File: config.mk
export PLATFORM = sky130hd
export DESIGN_NAME = i2s_tdm_tx
export DESIGN_NICKNAME = d
export VERILOG_FILES = /design/src/rtl/mist_audio_pkg.sv /design/src/rtl/i2s_bclk_gen.sv /design/src/rtl/i2s_tdm_tx.sv
export SDC_FILE = /design/constraint.sdc
export NUM_CORES = 1
export LEC_CHECK = 0
export BUFFER_PORTS_ARGS = -buffer_cell sky130_fd_sc_hd__buf_4
export CORE_ASPECT_RATIO = 1.5
export CORE_MARGIN = 3
export CORE_UTILIZATION = 64
export CTS_BUF_LIST = sky130_fd_sc_hd__clkbuf_16
export DETAILED_ROUTE_END_ITERATION = 10
export HOLD_SLACK_MARGIN = 0.02
export PLACE_DENSITY = 0.92
export RECOVER_POWER = 100
export SLEW_MARGIN = 20
export SYNTH_ARGS = -nofsm -noshare
export SYNTH_HDL_FRONTEND = slang
export SYNTH_SLANG_ARGS = --single-unit
File: constraint.sdc
create_clock -name clk_sys -period 5.35 [get_ports clk_sys]
set_clock_uncertainty 0.1 [all_clocks]
set_input_delay 0.2675 -clock clk_sys [delete_from_list [all_inputs] [get_ports clk_sys]]
set_output_delay 0.2675 -clock clk_sys [all_outputs]
set_load 0.005 [all_outputs]
File: src/rtl/mist_audio_pkg.sv
// Shared types and parameter checks for the MiST serial audio transmitters.
// A parameter set that the checker rejects fails elaboration of the transmitter.
package mist_audio_pkg;

  typedef enum logic [1:0] {I2S, LJ, TDM} audio_mode_t;

  function automatic bit audio_params_ok(input int sampleWidth, input int slotBits,
                                         input int channels, input audio_mode_t mode,
                                         input int clkDiv);
    return (sampleWidth >= 8) && (sampleWidth <= 32) && (slotBits >= sampleWidth) &&
           (channels >= 2) && (channels <= 8) && ((mode == TDM) || (channels == 2)) &&
           (clkDiv >= 1);
  endfunction

endpackage

File: src/rtl/i2s_bclk_gen.sv
// Bit clock divider: bck toggles every CLK_DIV cycles, and fall_o flags the
// cycle whose closing edge takes bck from 1 to 0.
module i2s_bclk_gen #(
  parameter int CLK_DIV = 4
) (
  input  logic clk_sys,
  input  logic reset,
  output logic bck_o,
  output logic fall_o
);

  localparam int DW = (CLK_DIV > 1) ? $clog2(CLK_DIV) : 1;

  logic [DW-1:0] divCnt_q;
  logic          bck_q;
  logic          wrap;

  assign wrap = (divCnt_q == DW'(CLK_DIV - 1));

  always_ff @(posedge clk_sys) begin
    if (reset) begin
      divCnt_q <= '0;
      bck_q    <= 1'b0;
    end else if (wrap) begin
      divCnt_q <= '0;
      bck_q    <= ~bck_q;
    end else begin
      divCnt_q <= divCnt_q + 1'b1;
    end
  end

  assign bck_o  = bck_q;
  assign fall_o = wrap & bck_q;

endmodule

File: src/rtl/i2s_tdm_tx.sv
// Serial audio transmitter (I2S, left-justified or TDM) with a one-frame
// holding buffer; an empty buffer at frame start repeats the previous frame.
module i2s_tdm_tx
  import mist_audio_pkg::*;
#(
  parameter int          SAMPLE_WIDTH = 16,
  parameter int          SLOT_BITS    = 32,
  parameter int          CHANNELS     = 2,
  parameter audio_mode_t MODE         = I2S,
  parameter int          CLK_DIV      = 4
) (
  input  logic                             clk_sys,
  input  logic                             reset,
  input  logic [CHANNELS*SAMPLE_WIDTH-1:0] sample_data,
  input  logic                             sample_valid,
  output logic                             sample_ready,
  output logic                             bck,
  output logic                             lrck,
  output logic                             sdata,
  output logic                             underrun
);

  localparam int DW = CHANNELS * SAMPLE_WIDTH;
  localparam int FW = CHANNELS * SLOT_BITS;
  localparam int BW = $clog2(FW);

  if (!audio_params_ok(SAMPLE_WIDTH, SLOT_BITS, CHANNELS, MODE, CLK_DIV)) begin : g_badParams
    $error("i2s_tdm_tx: illegal parameter combination");
  end

  // Lay samples out in transmit order: channel 0 in the top slot, each
  // sample left-aligned with zero padding below it.
  function automatic logic [FW-1:0] buildFrame(input logic [DW-1:0] samples);
    logic [FW-1:0] f;
    f = '0;
    for (int c = 0; c < CHANNELS; c++) begin
      f[FW-1-c*SLOT_BITS -: SAMPLE_WIDTH] = samples[c*SAMPLE_WIDTH +: SAMPLE_WIDTH];
    end
    return f;
  endfunction

  logic          fall;
  logic [BW-1:0] bitCnt_q;
  logic [DW-1:0] holdBuf_q;
  logic          holdFull_q;
  logic [DW-1:0] repFrame_q;
  logic [FW-1:0] shiftReg_q, shiftReg_d;
  logic          sdata_q, sdata_d;
  logic          lrck_q, lrck_d;
  logic          underrun_q;
  logic          frameStart;
  logic [FW-1:0] loadFrame;
  logic [FW-1:0] curFrame;

  i2s_bclk_gen #(.CLK_DIV(CLK_DIV)) u_bclk (
    .clk_sys (clk_sys),
    .reset   (reset),
    .bck_o   (bck),
    .fall_o  (fall)
  );

  // bitCnt_q is the index of the bit that the next fall strobe starts.
  assign frameStart = (bitCnt_q == '0);

  // I2S shifts out the previous bit, giving the one-BCK lag behind lrck.
  always_comb begin
    loadFrame = buildFrame(holdFull_q ? holdBuf_q : repFrame_q);
    curFrame  = frameStart ? loadFrame : shiftReg_q;
    if (MODE == I2S) begin
      sdata_d    = shiftReg_q[FW-1];
      shiftReg_d = frameStart ? loadFrame : (shiftReg_q << 1);
    end else begin
      sdata_d    = curFrame[FW-1];
      shiftReg_d = curFrame << 1;
    end
    if (MODE == TDM) begin
      lrck_d = frameStart;
    end else begin
      lrck_d = (bitCnt_q >= BW'(SLOT_BITS));
    end
  end

  always_ff @(posedge clk_sys) begin
    if (reset) begin
      bitCnt_q   <= '0;
      holdBuf_q  <= '0;
      holdFull_q <= 1'b0;
      repFrame_q <= '0;
      shiftReg_q <= '0;
      sdata_q    <= 1'b0;
      lrck_q     <= 1'b0;
      underrun_q <= 1'b0;
    end else begin
      underrun_q <= fall && frameStart && !holdFull_q;
      if (fall) begin
        bitCnt_q   <= (bitCnt_q == BW'(FW - 1)) ? '0 : bitCnt_q + 1'b1;
        shiftReg_q <= shiftReg_d;
        sdata_q    <= sdata_d;
        lrck_q     <= lrck_d;
        if (frameStart && holdFull_q) begin
          repFrame_q <= holdBuf_q;
          holdFull_q <= 1'b0;
        end
      end
      // Ready is low while full, so this never collides with the frame-start unload.
      if (sample_valid && !holdFull_q) begin
        holdBuf_q  <= sample_data;
        holdFull_q <= 1'b1;
      end
    end
  end

  assign sample_ready = ~holdFull_q;
  assign sdata        = sdata_q;
  assign lrck         = lrck_q;
  assign underrun     = underrun_q;

endmodule

== Yosys cells after proc, flatten, opt, wreduce, memory -nomap -nowiden ==
Cells that the tools add are included.

* Bits in registers: 141
* Output and inout bits: 5
* Word-level logic and storage cells: 35

* Add/sub/neg operators: 2
* $lt $le $gt $ge: 1
* Equality and inequality tests: 2
* Muxes and demuxes: 6
* Bitwise logic cells: 3
* Reduce and logical (&&, ||, !) cells: 11

{| class="wikitable"
|+ Operators by type and width
! operator !! number
|-
| two-way mux 64 bit || 1
|-
| two-way mux 32 bit || 1
|-
| adder 6 x 1 -> 6 bit, second input constant || 1
|-
| equality test 6 bit, second input constant || 1
|-
| greater-or-equal comparator 6 bit, second input constant || 1
|-
| logical NOT 6 bit || 1
|-
| two-way mux 6 bit || 1
|-
| logical AND 1 bit || 4
|-
| AND reduction 2 bit || 2
|-
| nonzero test 2 bit || 2
|-
| two-way mux 1 bit || 3
|-
| adder 2 x 1 -> 2 bit, second input constant || 1
|-
| equality test 2 bit, second input constant || 1
|-
| inverter 1 bit || 2
|-
| OR reduction 2 bit || 1
|-
| AND 1 bit || 1
|-
| logical NOT 1 bit || 1
|}

== Depth between registers and ports, before layout ==
Gate-level depths: netlist of run 1.

* Word-level depth: 5
* Gate-level depth with buffers: 7

== Modules after synthesis ==
From an unflattened synthesis of run 1, not the netlist that was laid out.

* Cell total of the unflattened synthesis: 682
* Area total of the unflattened synthesis: 5794.3 um^2

{| class="wikitable"
|+ By module, submodules not included
! module !! instances !! cells an instance !! area an instance (um^2) !! seq. area each (um^2)
|-
| i2s_tdm_tx || 1 || 673 || 5689.2 || 2442.3
|-
| i2s_bclk_gen || 1 || 9 || 105.1 || 60.1
|}

== Worst setup path after synthesis of run 1 ==
OpenSTA, ideal clock, no wires.

* Path kind: reg-to-reg
* Start point: register bitCnt_q[0]
* End point: register repFrame_q[0]
* Setup time: 0.072 ns
* Arrival time: 1.891 ns
* Setup slack: 3.288 ns
* Cell stages (with the launch flop): 8
* Path buffers: 2
* Clock period less this slack: 2.062 ns
* Cells stage by stage: dfxtp_1 -> inv_1 -> ha_1 -> or4b_1 -> buf_2 -> nor4_4 -> buf_6 -> mux2i_1

* Longest elaborated chain between the ends: 3

{| class="wikitable"
|+ Ends and longest elaborated chain
! element !! line !! RTL
|-
| start: declaration || i2s_tdm_tx.sv:43 || <nowiki>logic [BW-1:0] bitCnt_q;</nowiki>
|-
| start signal: assignment || i2s_tdm_tx.sv:96 || <nowiki>bitCnt_q <= (bitCnt_q == BW'(FW - 1)) ? '0 : bitCnt_q + 1'b1;</nowiki>
|-
| logical NOT 6 bit || i2s_tdm_tx.sv:63 || <nowiki>assign frameStart = (bitCnt_q == '0);</nowiki>
|-
| logical AND 1 bit || i2s_tdm_tx.sv:100 || <nowiki>if (frameStart && holdFull_q) begin</nowiki>
|-
| AND reduction 2 bit (no source line) || -- ||
|-
| end signal: assignment || i2s_tdm_tx.sv:101 || <nowiki>repFrame_q <= holdBuf_q;</nowiki>
|-
| end: declaration || i2s_tdm_tx.sv:46 || <nowiki>logic [DW-1:0] repFrame_q;</nowiki>
|}

No other way between the ends.
A chain may end at the register's enable or synchronous reset.

== Final worst setup path of run 1 ==
* Start point: register bitCnt_q[0]
* End point: register shiftReg_q[41]

* Longest elaborated chain between the ends: 2

{| class="wikitable"
|+ Ends and longest elaborated chain
! element !! line !! RTL
|-
| logical NOT 6 bit || i2s_tdm_tx.sv:63 ||
|-
| two-way mux 64 bit || i2s_tdm_tx.sv:71 || <nowiki>shiftReg_d = frameStart ? loadFrame : (shiftReg_q << 1);</nowiki>
|-
| end signal: assignment || i2s_tdm_tx.sv:97 || <nowiki>shiftReg_q <= shiftReg_d;</nowiki>
|-
| end: declaration || i2s_tdm_tx.sv:47 || <nowiki>logic [FW-1:0] shiftReg_q, shiftReg_d;</nowiki>
|}

No other way between the ends.

==> key figures, run 1 <==
Synthesis
  – Largest cells by area after synthesis: dfxtp_1 (47%), nand2b_1 (7.7%), nand2_1 (7.3%), a21oi_1 (6.2%), mux2i_1 (6.2%)
  – Warnings from Yosys: 0
  – Post-synth EDFFs: 0
  – Flops & latches, synth: 125
  – Synthesized area per cell: 8.901 um2
  – Ys flop type: dfxtp_1
  – Syn_nets: 635
  – Register area share after synthesis: 0.4709
  – Mapped cell area: 5314 um2
  – Post-synth top cells: dfxtp_1 (125), nand2_1 (103), a21oi_1 (66), nand2b_1 (65), clkbuf_1 (48)
  – Yosys cell types: 35
  – Top-count cell post-synth: dfxtp_1
  – Cells after Synth: a little under 600
  – Area leader, netlist: dfxtp_1
  – Area fraction of the dominant cell type after synthesis: 0.4709
  – Post-synth ARST share: 0

Power
  – Pleak: approximately 0.0023 uW
  – P per Cell Area: ~360 nW/um2
  – VDD IR max: ~0.33 mV

Global route
  – First-pass GRT wire length: 22450 um
  – Gr ovfl total: 0
  – Initial antenna violation count: 0
  – Vias in the first global route: approximately 4800
  – Largest net degree at the start of global routing: 108
  – GR Util All Layers: 0.3064

Hold path
  – Hold Path Class: input pin to register
  – Min-Delay Endpoint: holdBuf_q[1]
  – Hold path depth: 3
  – Hold Path Origin: sample_data[1]

Setup path
  – Critical-path cell list: inv_1 > ha_1 > nor4b_1 > clkbuf_1 > a21oi_1 > a22o_1
  – CP Max Fanout: 33
  – Worst r2r src: bitCnt_q[0]
  – Launch point of the worst path: bitCnt_q[0]
  – Setup Crit Path Kind: register to register
  – Required time worst endpoint: around 5600 ps
  – Max incr delay on CP: 1140 ps
  – Reg-to-reg setup timing slack: about 2000 ps
  – CP delay by family, top: buffers and inverters
  – R2R depth: 6
  – Startpoint Class: register
  – Critical path buffers and inverters: 2
  – CP endpoint kind: register
  – Worst Path Arrival: around 3500 ps
  – RR Endpoint: shiftReg_q[41]
  – Slowest-stage cell, CP: clkbuf_1

Routing
  – Vias per cell: 6.297
  – Drt first pass iters: 6
  – DRC: 0
  – Detail Route Antenna Nets: 0
  – Via Count: 4729
  – Overall routed net length: 13780 um
  – Routed len/inst: between 15 and 20 um
  – Initial drt markers: roughly 500

Cells and area
  – Final #Nets: 672
  – ANT cells: 0
  – Area of the multi-input gates: about 2600 um2
  – Layout cells sized above 1: 0.1068
  – Register area: between 2000 and 3000 um2
  – Filler cells: about 440
  – Area Growth Syn to Fin: 20.16%

STA
  – Clock period minus worst slack: 3309 ps
  – Worst-Margin Slew: ~2400 ps
  – Hold WS: 27.69 ps
  – Hold Fails Final Rpt: 0
  – Final-report setup violation count: 0
  – Slew HR: -0.5796
  – RSZ-0062 raised after global routing: no
  – Fmax: roughly 300 MHz
  – Final worst path period share: 0.6185
  – Setup TNS Final: 0 ps
  – Slew Limit Fails: just under 90

Clock network
  – Clk buf depth: 2
  – Clk slew on worst S/H paths: 60 ps
  – Root Buffer: clkbuf_16
  – Htree depth: 4
  – Clk sinks: ~130
  – Clock buffer count from CTS: 17
  – Setup bufs post-CTS: 0
  – CTS tree: done
  – Clk Latency, worst-skew pair: approximately 420 ps
  – CTS resizes: 0

Die
  – Die area: about 9500 um2
  – Initial core utilization: 0.6595
  – Die Y: roughly 120 um
  – I/O pin count: 40
  – # rows: 40
  – Core footprint: about 8100 um2
  – Die Width: about 80 um

Run
  – Max_cap viols: 2

Placement
  – Final Wtd Congestion: about 0.85
  – Port bufs: 39
  – Dpl hpwl: 6992 um

Outcome
  – Failing checks: max-capacitance violations, max-slew violations
  – Run status: finished with violations
==> registers in the layout (all words and copies together), names as in the netlist <==
signal and count:
bitCnt_q 6, holdBuf_q 32, holdFull_q 1, lrck 1, repFrame_q 32, sdata 1, shiftReg_q 48, u_bclk.bck_o 1
u_bclk.divCnt_q 2, underrun 1
==> per-stage QoR <==
stage	instances	utilization	area (um2)	worst slack, ps	total power [uW]
2_1_floorplan	597	-	5314	3288	1081
3_3_place_gp	696	0.6953	5603	2624	1124
3_5_place_dp	696	0.6953	5603	2488	1131
4_1_cts	751	0.7977	6427	2418	2278
5_1_grt	751	0.7924	6385	1850	2342
6_report	751	0.7924	6385	2041	2284
==> layout make-up <==
cell class,instances,area share
clock buffer,17,0.06663
sequential,125,0.3919
tap,105,0.02058
multi-input combinational,413,0.4007
clock inverter,14,0.02489
timing repair buffer,72,0.09230
inverter,5,0.002939
==> layout by cell type (no fill, tap or decap), types with 2 or more instances in the layout <==
| cell | n |
|---|---|
| a22o_1 | 18 |
| nor2_1 | 4 |
| nand3_1 | 3 |
| o21ai_0 | 4 |
| dfxtp_1 | 125 |
| clkbuf_16 | 17 |
| mux2i_1 | 33 |
| clkbuf_1 | 3 |
| nor4_1 | 2 |
| nand2b_1 | 65 |
| a2111oi_0 | 31 |
| nor3_1 | 4 |
| nand2_1 | 103 |
| a21oi_1 | 65 |
| clkbuf_4 | 4 |
| inv_1 | 6 |
| clkinv_1 | 8 |
| dlygate4sd3_1 | 24 |
| buf_4 | 41 |
| bufinv_16 | 4 |
| nor2b_1 | 31 |
| ha_1 | 3 |
| o31ai_1 | 32 |
==> logic make-up (layout without fill, tap and decap cells) <==
kind of cell / after synthesis / count (layout) / synth area share
AO/OA/AOI/OAI: 154 / 154 / 0.1959
XOR/XNOR: 2 / 2 / 0.003297
adder cells (fa/ha/maj): 3 / 3 / 0.007065
buffers and inverters: 59 / 108 / 0.04615
flip-flops: 125 / 125 / 0.4709
multiplexers: 33 / 33 / 0.06216
AND/OR/NAND/NOR: 221 / 221 / 0.2145
==> how the worst max path moves through the flow <==
| stage | cells after the start | end | slack, ps |
|---|---|---|---|
| global placement | 6 | repFrame_q[8] | 2620 |
| floorplan | 7 | repFrame_q[0] | 3290 |
| detailed placement | 6 | repFrame_q[30] | 2490 |
| global route | 6 | shiftReg_q[35] | 1850 |
| finish | 6 | shiftReg_q[41] | 2040 |
| CTS | 6 | repFrame_q[3] | 2420 |
==> timing repair <==
| item | 4_1_cts | 5_1_grt |
|---|---|---|
| setup endpoints to repair | 0 | 0 |
| hold endpoints to repair | 24 | 0 |
| hold buffers | 24 | 0 |
==> report_power, final <==
group          total, uW  switching [uW]  internal [uW]  leakage (uW)
logic                167            96.5           70.0       0.00103
clock network       1150             390            759      0.000292
registers            968            17.9            950       0.00101
==> worst min-delay path: stages <==
cell and delay [ps]:
buf_4 110, nand2_1 50, a21oi_1 60
==> metal layers <==
metal	vias up	share of wire	wire length [um]	global-route usage
met2	230	0.51	7063	0.5192
met1	2280	0.38	5275	0.3340
met3	64	0.061	836	0.09112
met4	0	0.044	600	0.1660
met5	-	0	0	0
li1	2155	-	-	-
(Power assumes the default switching activity.)
==> inputs of run 2 (changes only) <==
--- a/config.mk
+++ b/config.mk
@@ -8,11 +8,11 @@
 export BUFFER_PORTS_ARGS = -buffer_cell sky130_fd_sc_hd__buf_4
 export CORE_ASPECT_RATIO = 1.5
 export CORE_MARGIN = 3
-export CORE_UTILIZATION = 64
+export CORE_UTILIZATION = 59
 export CTS_BUF_LIST = sky130_fd_sc_hd__clkbuf_16
 export DETAILED_ROUTE_END_ITERATION = 10
 export HOLD_SLACK_MARGIN = 0.02
-export PLACE_DENSITY = 0.92
+export PLACE_DENSITY = 0.86
 export RECOVER_POWER = 100
 export SLEW_MARGIN = 20
 export SYNTH_ARGS = -nofsm -noshare
==> constraint.sdc (replaced) <==
create_clock -name clk_sys -period 3.4 [get_ports clk_sys]
set_clock_uncertainty 0.1 [all_clocks]
set_input_delay 0.17 -clock clk_sys [delete_from_list [all_inputs] [get_ports clk_sys]]
set_output_delay 0.17 -clock clk_sys [all_outputs]
set_load 0.005 [all_outputs]
==> run 2 against run 1 <==
  * The flow still finishes with violations (max-capacitance violations, max-slew violations)
  * Critical path depth increased by 1
  * Flip-flop and latch count unchanged
  * Combinational power increased by 60%
  * Core utilization decreased by 2.8 points
  * Critical path type unchanged
  * Power increased by 62%
  * Clock power increased by 66%
  * Setup slack got worse by 1400 ps
  * Fmax increased by 19%
  * Clock-buffer cell count unchanged
  * Non-clock buffer count increased by 11
  * Register-to-register slack got worse by 1400 ps
==> key figures, run 2 (synthesis results as in run 1) <==
Power
  – Switching pwr: 804.2 uW (+59%)
  – Share of power burned in registers: 0.410 (-0.014)
  – Pleak: 0.002402 uW (+2.9%)
  – Overall power: 3700 uW (+62%)
  – Logic pwr share: 0.073 (about the same)
  – Sw Ratio: 0.2173 (-0.003683)
  – VDD IR max: 0.5322 mV (+63%)
  – P per Cell Area: 564.7 nW/um2 (+58%)
  – P_int: 2896 uW (+63%)
  – Clock power share: 0.517 (+0.014)

Routing
  – Detail Route Antenna Nets: 0 (unchanged)
  – Routed len/inst: 16.48 um (-10%)
  – Drt first pass iters: 4 (-2)
  – Vias per cell: 5.858 (-7.0%)
  – Via Count: 4481 (-5.2%)
  – Overall routed net length: 12610 um (-8.5%)
  – Initial drt markers: 344 (-31%)
  – DRC: 0 (unchanged)

Cells and area
  – Commonest non-fill, non-tap cell in the layout: dfxtp_1
  – Commonest cells after routing, fill and taps aside: dfxtp_1 (125), nand2_1 (103), nand2b_1 (65)
  – Regs by FF count: shiftReg_q: 48 flops, holdBuf_q: 32 flops, repFrame_q: 32 flops
  – ANT cells: 0 (unchanged)
  – Final #Nets: 683 (+1.6%)
  – Area Growth Syn to Fin: 23.31%
  – Layout cells sized above 1: 0.1170 (+0.01021)
  – Reg with most FFs: shiftReg_q
  – Max FFs per register: 48 (unchanged)

Setup path
  – CP endpoint kind: register
  – CP Max Fanout: 33 (unchanged)
  – Required time worst endpoint: 3620 ps (-1930 ps)
  – Startpoint Class: register
  – Setup Crit Path Kind: register to register
  – Worst Path Arrival: 3000 ps (-510 ps)

Clock network
  – Clk sinks: 125 (unchanged)
  – CTS resizes: 0 (unchanged)
  – Clk slew on worst S/H paths: 50 ps (about the same)
  – Htree depth: 4 (unchanged)
  – Clk Latency, worst-skew pair: 410 ps (about the same)
  – CTS tree: done
  – Clock buffer count from CTS: 17 (unchanged)
  – Clk buf depth: 2 (unchanged)
  – Root Buffer: clkbuf_16

Die
  – Die area: 10200 um2 (+7.9%)
  – # rows: 41 (+2.5%)
  – Initial core utilization: 0.6203 (-0.03920)
  – Die Width: 83.49 um (+3.8%)
  – I/O pin count: 40 (unchanged)
  – Core footprint: 8567 um2 (+6.3%)
  – Die Y: 122.2 um (+3.9%)

Placement
  – Dpl hpwl: 6834 um (-2.3%)
  – Final Wtd Congestion: 0.8138 (-4.1%)
  – Port bufs: 39 (unchanged)

Global route
  – Vias in the first global route: 4559 (-4.1%)
  – Gr ovfl total: 0 (unchanged)
  – First-pass GRT wire length: 21450 um (-4.4%)
  – GR Util All Layers: 0.2600 (-0.04641)
  – Largest net degree at the start of global routing: 108 (unchanged)
  – Initial antenna violation count: 0 (unchanged)

STA
  – Hold WS: 209.2 ps (+181.5 ps)
  – Setup TNS Final: 0 ps (unchanged)
  – Final-report setup violation count: 0 (unchanged)
  – Slew HR: -0.01288 (+0.5667)
  – Clock period minus worst slack: 2787 ps (-521.7 ps)
  – Final worst path period share: 0.8197 (+0.2013)
  – RSZ-0062 raised after global routing: no
  – Worst-Margin Slew: 1519 ps (-850.1 ps)
  – Slew Limit Fails: 33 (-62%)
  – Hold Fails Final Rpt: 0 (unchanged)
  – Fmax: 358.8 MHz (+19%)

Outcome
  – Run status: finished with violations
  – Failing checks: max-capacitance violations, max-slew violations

Run
  – Max_cap viols: 1 (-1)

Hold path
  – Hold Path Class: input pin to register
## run 2: cell types whose count changed in the layout (fill, tap and decap cells not counted), sizes merged
cell and delta:
clkbuf +2, clkinv -1, inv -1, clkinvlp +2, bufinv +1, dlygate4sd3 +9
## run 2: final cells by class
class	count	area, um2
clock buffer	17	425.4
clock inverter	15	202.7
fill	532	2014
inverter	5	18.77
multi-input combinational	413	2585
sequential	125	2502
tap	107	133.9
timing repair buffer	83	684.4
## run 2: final timing paths
check                     startpoint                  to  slack, ps  cells after the start
hold reg to reg   u_bclk.divCnt_q[0]  u_bclk.divCnt_q[0]        330                      1
setup / recovery         bitCnt_q[0]      repFrame_q[26]        610                      7
setup reg to reg         bitCnt_q[0]      repFrame_q[26]        610                      7
hold / removal                 reset        u_bclk.bck_o        210                      2
## run 2: repair_timing
item / 4_1_cts / 5_1_grt
endpoints found under the hold margin: 33 / 0
hold buffers: 33 / 0
setup buffers: 0 / 0
## run 2: critical path, stage by stage, from the launching register on
cell	delay, ps
dfxtp_1	340
inv_1	70
ha_1	150
or4b_1	420
clkbuf_2	420
nor4_4	320
buf_4	540
mux2i_1	300
## run 2: power groups by stage
stage	logic, uW	clock network, uW	registers (uW)
after floorplan	161	0	1540
after global placement	223	0	1550
after detailed placement	231	0	1550
after CTS	265	1920	1520
after global routing	296	2000	1520
final	268	1910	1520
## run 2: stage by stage
step	instances	utilization	cell area (um2)	setup WS [ps]
finish	765	0.7649	6553	612.9
global route	765	0.7649	6553	435.5
CTS	765	0.7679	6579	895.2
detailed placement	700	0.6561	5620	937.5
global placement	700	0.6561	5620	1052
floorplan	597	-	5314	1338
## run 2: layer usage
layer	track usage	part of all wire	up-vias	wire length, um
met5	0	0	-	0
li1	-	-	2184	-
met2	0.4739	0.54	114	6846
met4	0.1127	0.023	0	287
met1	0.2877	0.40	2156	5026
met3	0.06313	0.035	27	446
==> inputs of run 3 (changes only) <==
--- a/config.mk
+++ b/config.mk
@@ -8,11 +8,11 @@
 export BUFFER_PORTS_ARGS = -buffer_cell sky130_fd_sc_hd__buf_4
 export CORE_ASPECT_RATIO = 1.5
 export CORE_MARGIN = 3
-export CORE_UTILIZATION = 59
+export CORE_UTILIZATION = 54
 export CTS_BUF_LIST = sky130_fd_sc_hd__clkbuf_16
 export DETAILED_ROUTE_END_ITERATION = 10
 export HOLD_SLACK_MARGIN = 0.02
-export PLACE_DENSITY = 0.86
+export PLACE_DENSITY = 0.84
 export RECOVER_POWER = 100
 export SLEW_MARGIN = 20
 export SYNTH_ARGS = -nofsm -noshare
==> constraint.sdc (replaced) <==
create_clock -name clk_sys -period 2.4 [get_ports clk_sys]
set_clock_uncertainty 0.1 [all_clocks]
set_input_delay 0.12 -clock clk_sys [delete_from_list [all_inputs] [get_ports clk_sys]]
set_output_delay 0.12 -clock clk_sys [all_outputs]
set_load 0.005 [all_outputs]
==> run 3 against run 2 <==
  * Fmax increased by 21%
  * Core utilization shrank 7.1 points
  * Sequential power rose by 42%
  * Largest cell class unchanged
  * Register-to-register slack worse by 510 ps
  * Cell count increased by 1.0%
  * Non-clock buffer count grew 3
  * Critical endpoint is now repFrame_q[3]
  * The run now ends clean
  * Wire length up 0.52%
==> key figures, run 3 (synthesis results as in run 1) <==
Cells and area
  – Regs by FF count: shiftReg_q: 48 flops, holdBuf_q: 32 flops, repFrame_q: 32 flops
  – Reg with most FFs: shiftReg_q
  – Commonest cells after routing, fill and taps aside: dfxtp_1 (125), nand2_1 (103), nand2b_1 (65), a21oi_1 (65), buf_4 (43)
  – Area Growth Syn to Fin: 22.98%
  – Filler cells: 678 (+27%)
  – ANT cells: 0 (unchanged)
  – Max FFs per register: 48 (unchanged)
  – Area of the multi-input gates: 2590 um2 (+0.19%)
  – Commonest non-fill, non-tap cell in the layout: dfxtp_1
  – Register area: 2502 um2 (unchanged)
  – Layout cells sized above 1: 0.1241 (+0.007033)
  – Final #Nets: 686 (+0.44%)

STA
  – Hold WS: 327.6 ps (+118.4 ps)
  – Final worst path period share: 0.9575 (+0.1377)
  – Clock period minus worst slack: 2298 ps (-489.2 ps)
  – Hold Fails Final Rpt: 0 (unchanged)
  – Final worst setup slack: 102.1 ps (-510.8 ps)
  – Setup TNS Final: 0 ps (unchanged)
  – Slew Limit Fails: 0 (-100%)
  – Worst-Margin Slew: 1079 ps (-440.5 ps)
  – RSZ-0062 raised after global routing: no
  – Slew HR: 0.2808 (+0.2937)
  – Final-report setup violation count: 0 (unchanged)
  – Fmax: 435.2 MHz (+21%)

Global route
  – Gr ovfl total: 0 (unchanged)
  – Initial antenna violation count: 0 (unchanged)
  – Vias in the first global route: 4595 (+0.79%)
  – Largest net degree at the start of global routing: 59 (-45%)
  – GR Util All Layers: 0.2416 (-0.01832)
  – First-pass GRT wire length: 21320 um (-0.61%)

Setup path
  – Max incr delay on CP: 840 ps (+300 ps)
  – CP endpoint kind: register
  – Slowest-stage cell, CP: dfxtp_1
  – Critical-path cell list: inv_1 > nor4_4 > buf_6 > mux2i_1
  – Required time worst endpoint: 2630 ps (-990 ps)
  – Startpoint Class: register
  – CP Max Fanout: 33 (unchanged)
  – Setup Crit Path Kind: register to register
  – Worst Path Arrival: 2530 ps (-470 ps)

Clock network
  – Clk sinks: 125 (unchanged)
  – CTS tree: done
  – Clk Latency, worst-skew pair: 420 ps (about the same)
  – Clk slew on worst S/H paths: 60 ps (about the same)
  – Clk buf depth: 2 (unchanged)
  – Setup bufs post-CTS: 0 (unchanged)
  – Htree depth: 4 (unchanged)
  – Clock buffer count from CTS: 17 (unchanged)
  – Root Buffer: clkbuf_16

Routing
  – Drt first pass iters: 5 (+1)
  – Routed len/inst: 16.39 um (-0.52%)
  – Vias per cell: 5.859 (about the same)
  – Initial drt markers: 381 (+11%)
  – Overall routed net length: 12670 um (+0.52%)
  – Via Count: 4529 (+1.1%)
  – DRC: 0 (unchanged)
  – Detail Route Antenna Nets: 0 (unchanged)

Power
  – P per Cell Area: 745.5 nW/um2 (+32%)
  – Pleak: 0.002407 uW (+0.20%)
  – VDD IR max: 1.367 mV (+160%)

Die
  – Die Y: 127.5 um (+4.3%)
  – Initial core utilization: 0.5644 (-0.05589)
  – Die area: 11090 um2 (+8.7%)
  – Die Width: 87.00 um (+4.2%)
  – # rows: 43 (+4.9%)
  – Core footprint: 9415 um2 (+9.9%)
  – I/O pin count: 40 (unchanged)

Placement
  – Final Wtd Congestion: 0.8319 (+2.2%)
  – Port bufs: 39 (unchanged)
  – Dpl hpwl: 7008 um (+2.5%)
  – Place WS: 181.5 ps (-756.0 ps)

Outcome
  – Run status: completed

Run
  – Max_cap viols: 0 (-1)

Hold path
  – Hold Path Class: register to register
run 3: cell count changes in the layout (fill, tap and decap cells not counted), moves of 2 or more:
cell / change
bufinv_16: -4
a2111oi_0: -3
a21oi_2: -2
buf_12: +2
clkbuf_1: -4
clkinv_2: +4
clkinv_1: -2
buf_4: +2
a2111oi_1: +3
run 3: final timing paths:
check	start	slack [ps]	endpoint	cells after the start
max reg2reg	holdFull_q	100	repFrame_q[3]	4
min reg2reg	u_bclk.divCnt_q[0]	330	u_bclk.divCnt_q[0]	1
max	holdFull_q	100	repFrame_q[3]	4
min	u_bclk.divCnt_q[0]	330	u_bclk.divCnt_q[0]	1
run 3: metal layers:
| metal | vias to the layer above | track usage | share of wire |
|---|---|---|---|
| li1 | 2194 | - | - |
| met3 | 36 | 0.05742 | 0.044 |
| met5 | - | 0 | 0 |
| met2 | 131 | 0.3960 | 0.51 |
| met1 | 2168 | 0.2859 | 0.41 |
| met4 | 0 | 0.1339 | 0.034 |
run 3: through the flow:
stage,utilization,std cells,total power (uW),instance area [um2]
floorplan,-,597,2409,5314
global placement,0.6032,707,2516,5679
detailed placement,0.6032,707,2532,5679
CTS,0.6959,773,4869,6553
global route,0.6941,773,5026,6535
finish,0.6941,773,4872,6535
run 3: repair_timing:
item | in CTS | in global routing
endpoints found under the setup margin | 0 | 3
hold buffers | 34 | 0
hold endpoints to repair | 34 | 0
resized for setup | 0 | 3
run 3: layout make-up:
class                   count  share of cell area
well taps                 112             0.02144
inverters                   5            0.002872
multi-input cells         413              0.3963
clock buffers              17             0.06510
repair buffers             86              0.1149
flip-flops and latches    125              0.3829
clock inverters            15             0.01647
run 3: critical path, delay by kind of cell (launching register included):
kind | cells | cell delay, ps
flip-flops | 1 | 840
AND/OR/NAND/NOR | 1 | 320
buffers and inverters | 2 | 610
multiplexers | 1 | 310
run 3: where the power goes:
group	leakage, uW	switching (uW)	total, uW	internal, uW
clock	0.000270	934	2330	1400
sequential	0.00101	42.5	2160	2120
combinational	0.00112	207	383	177
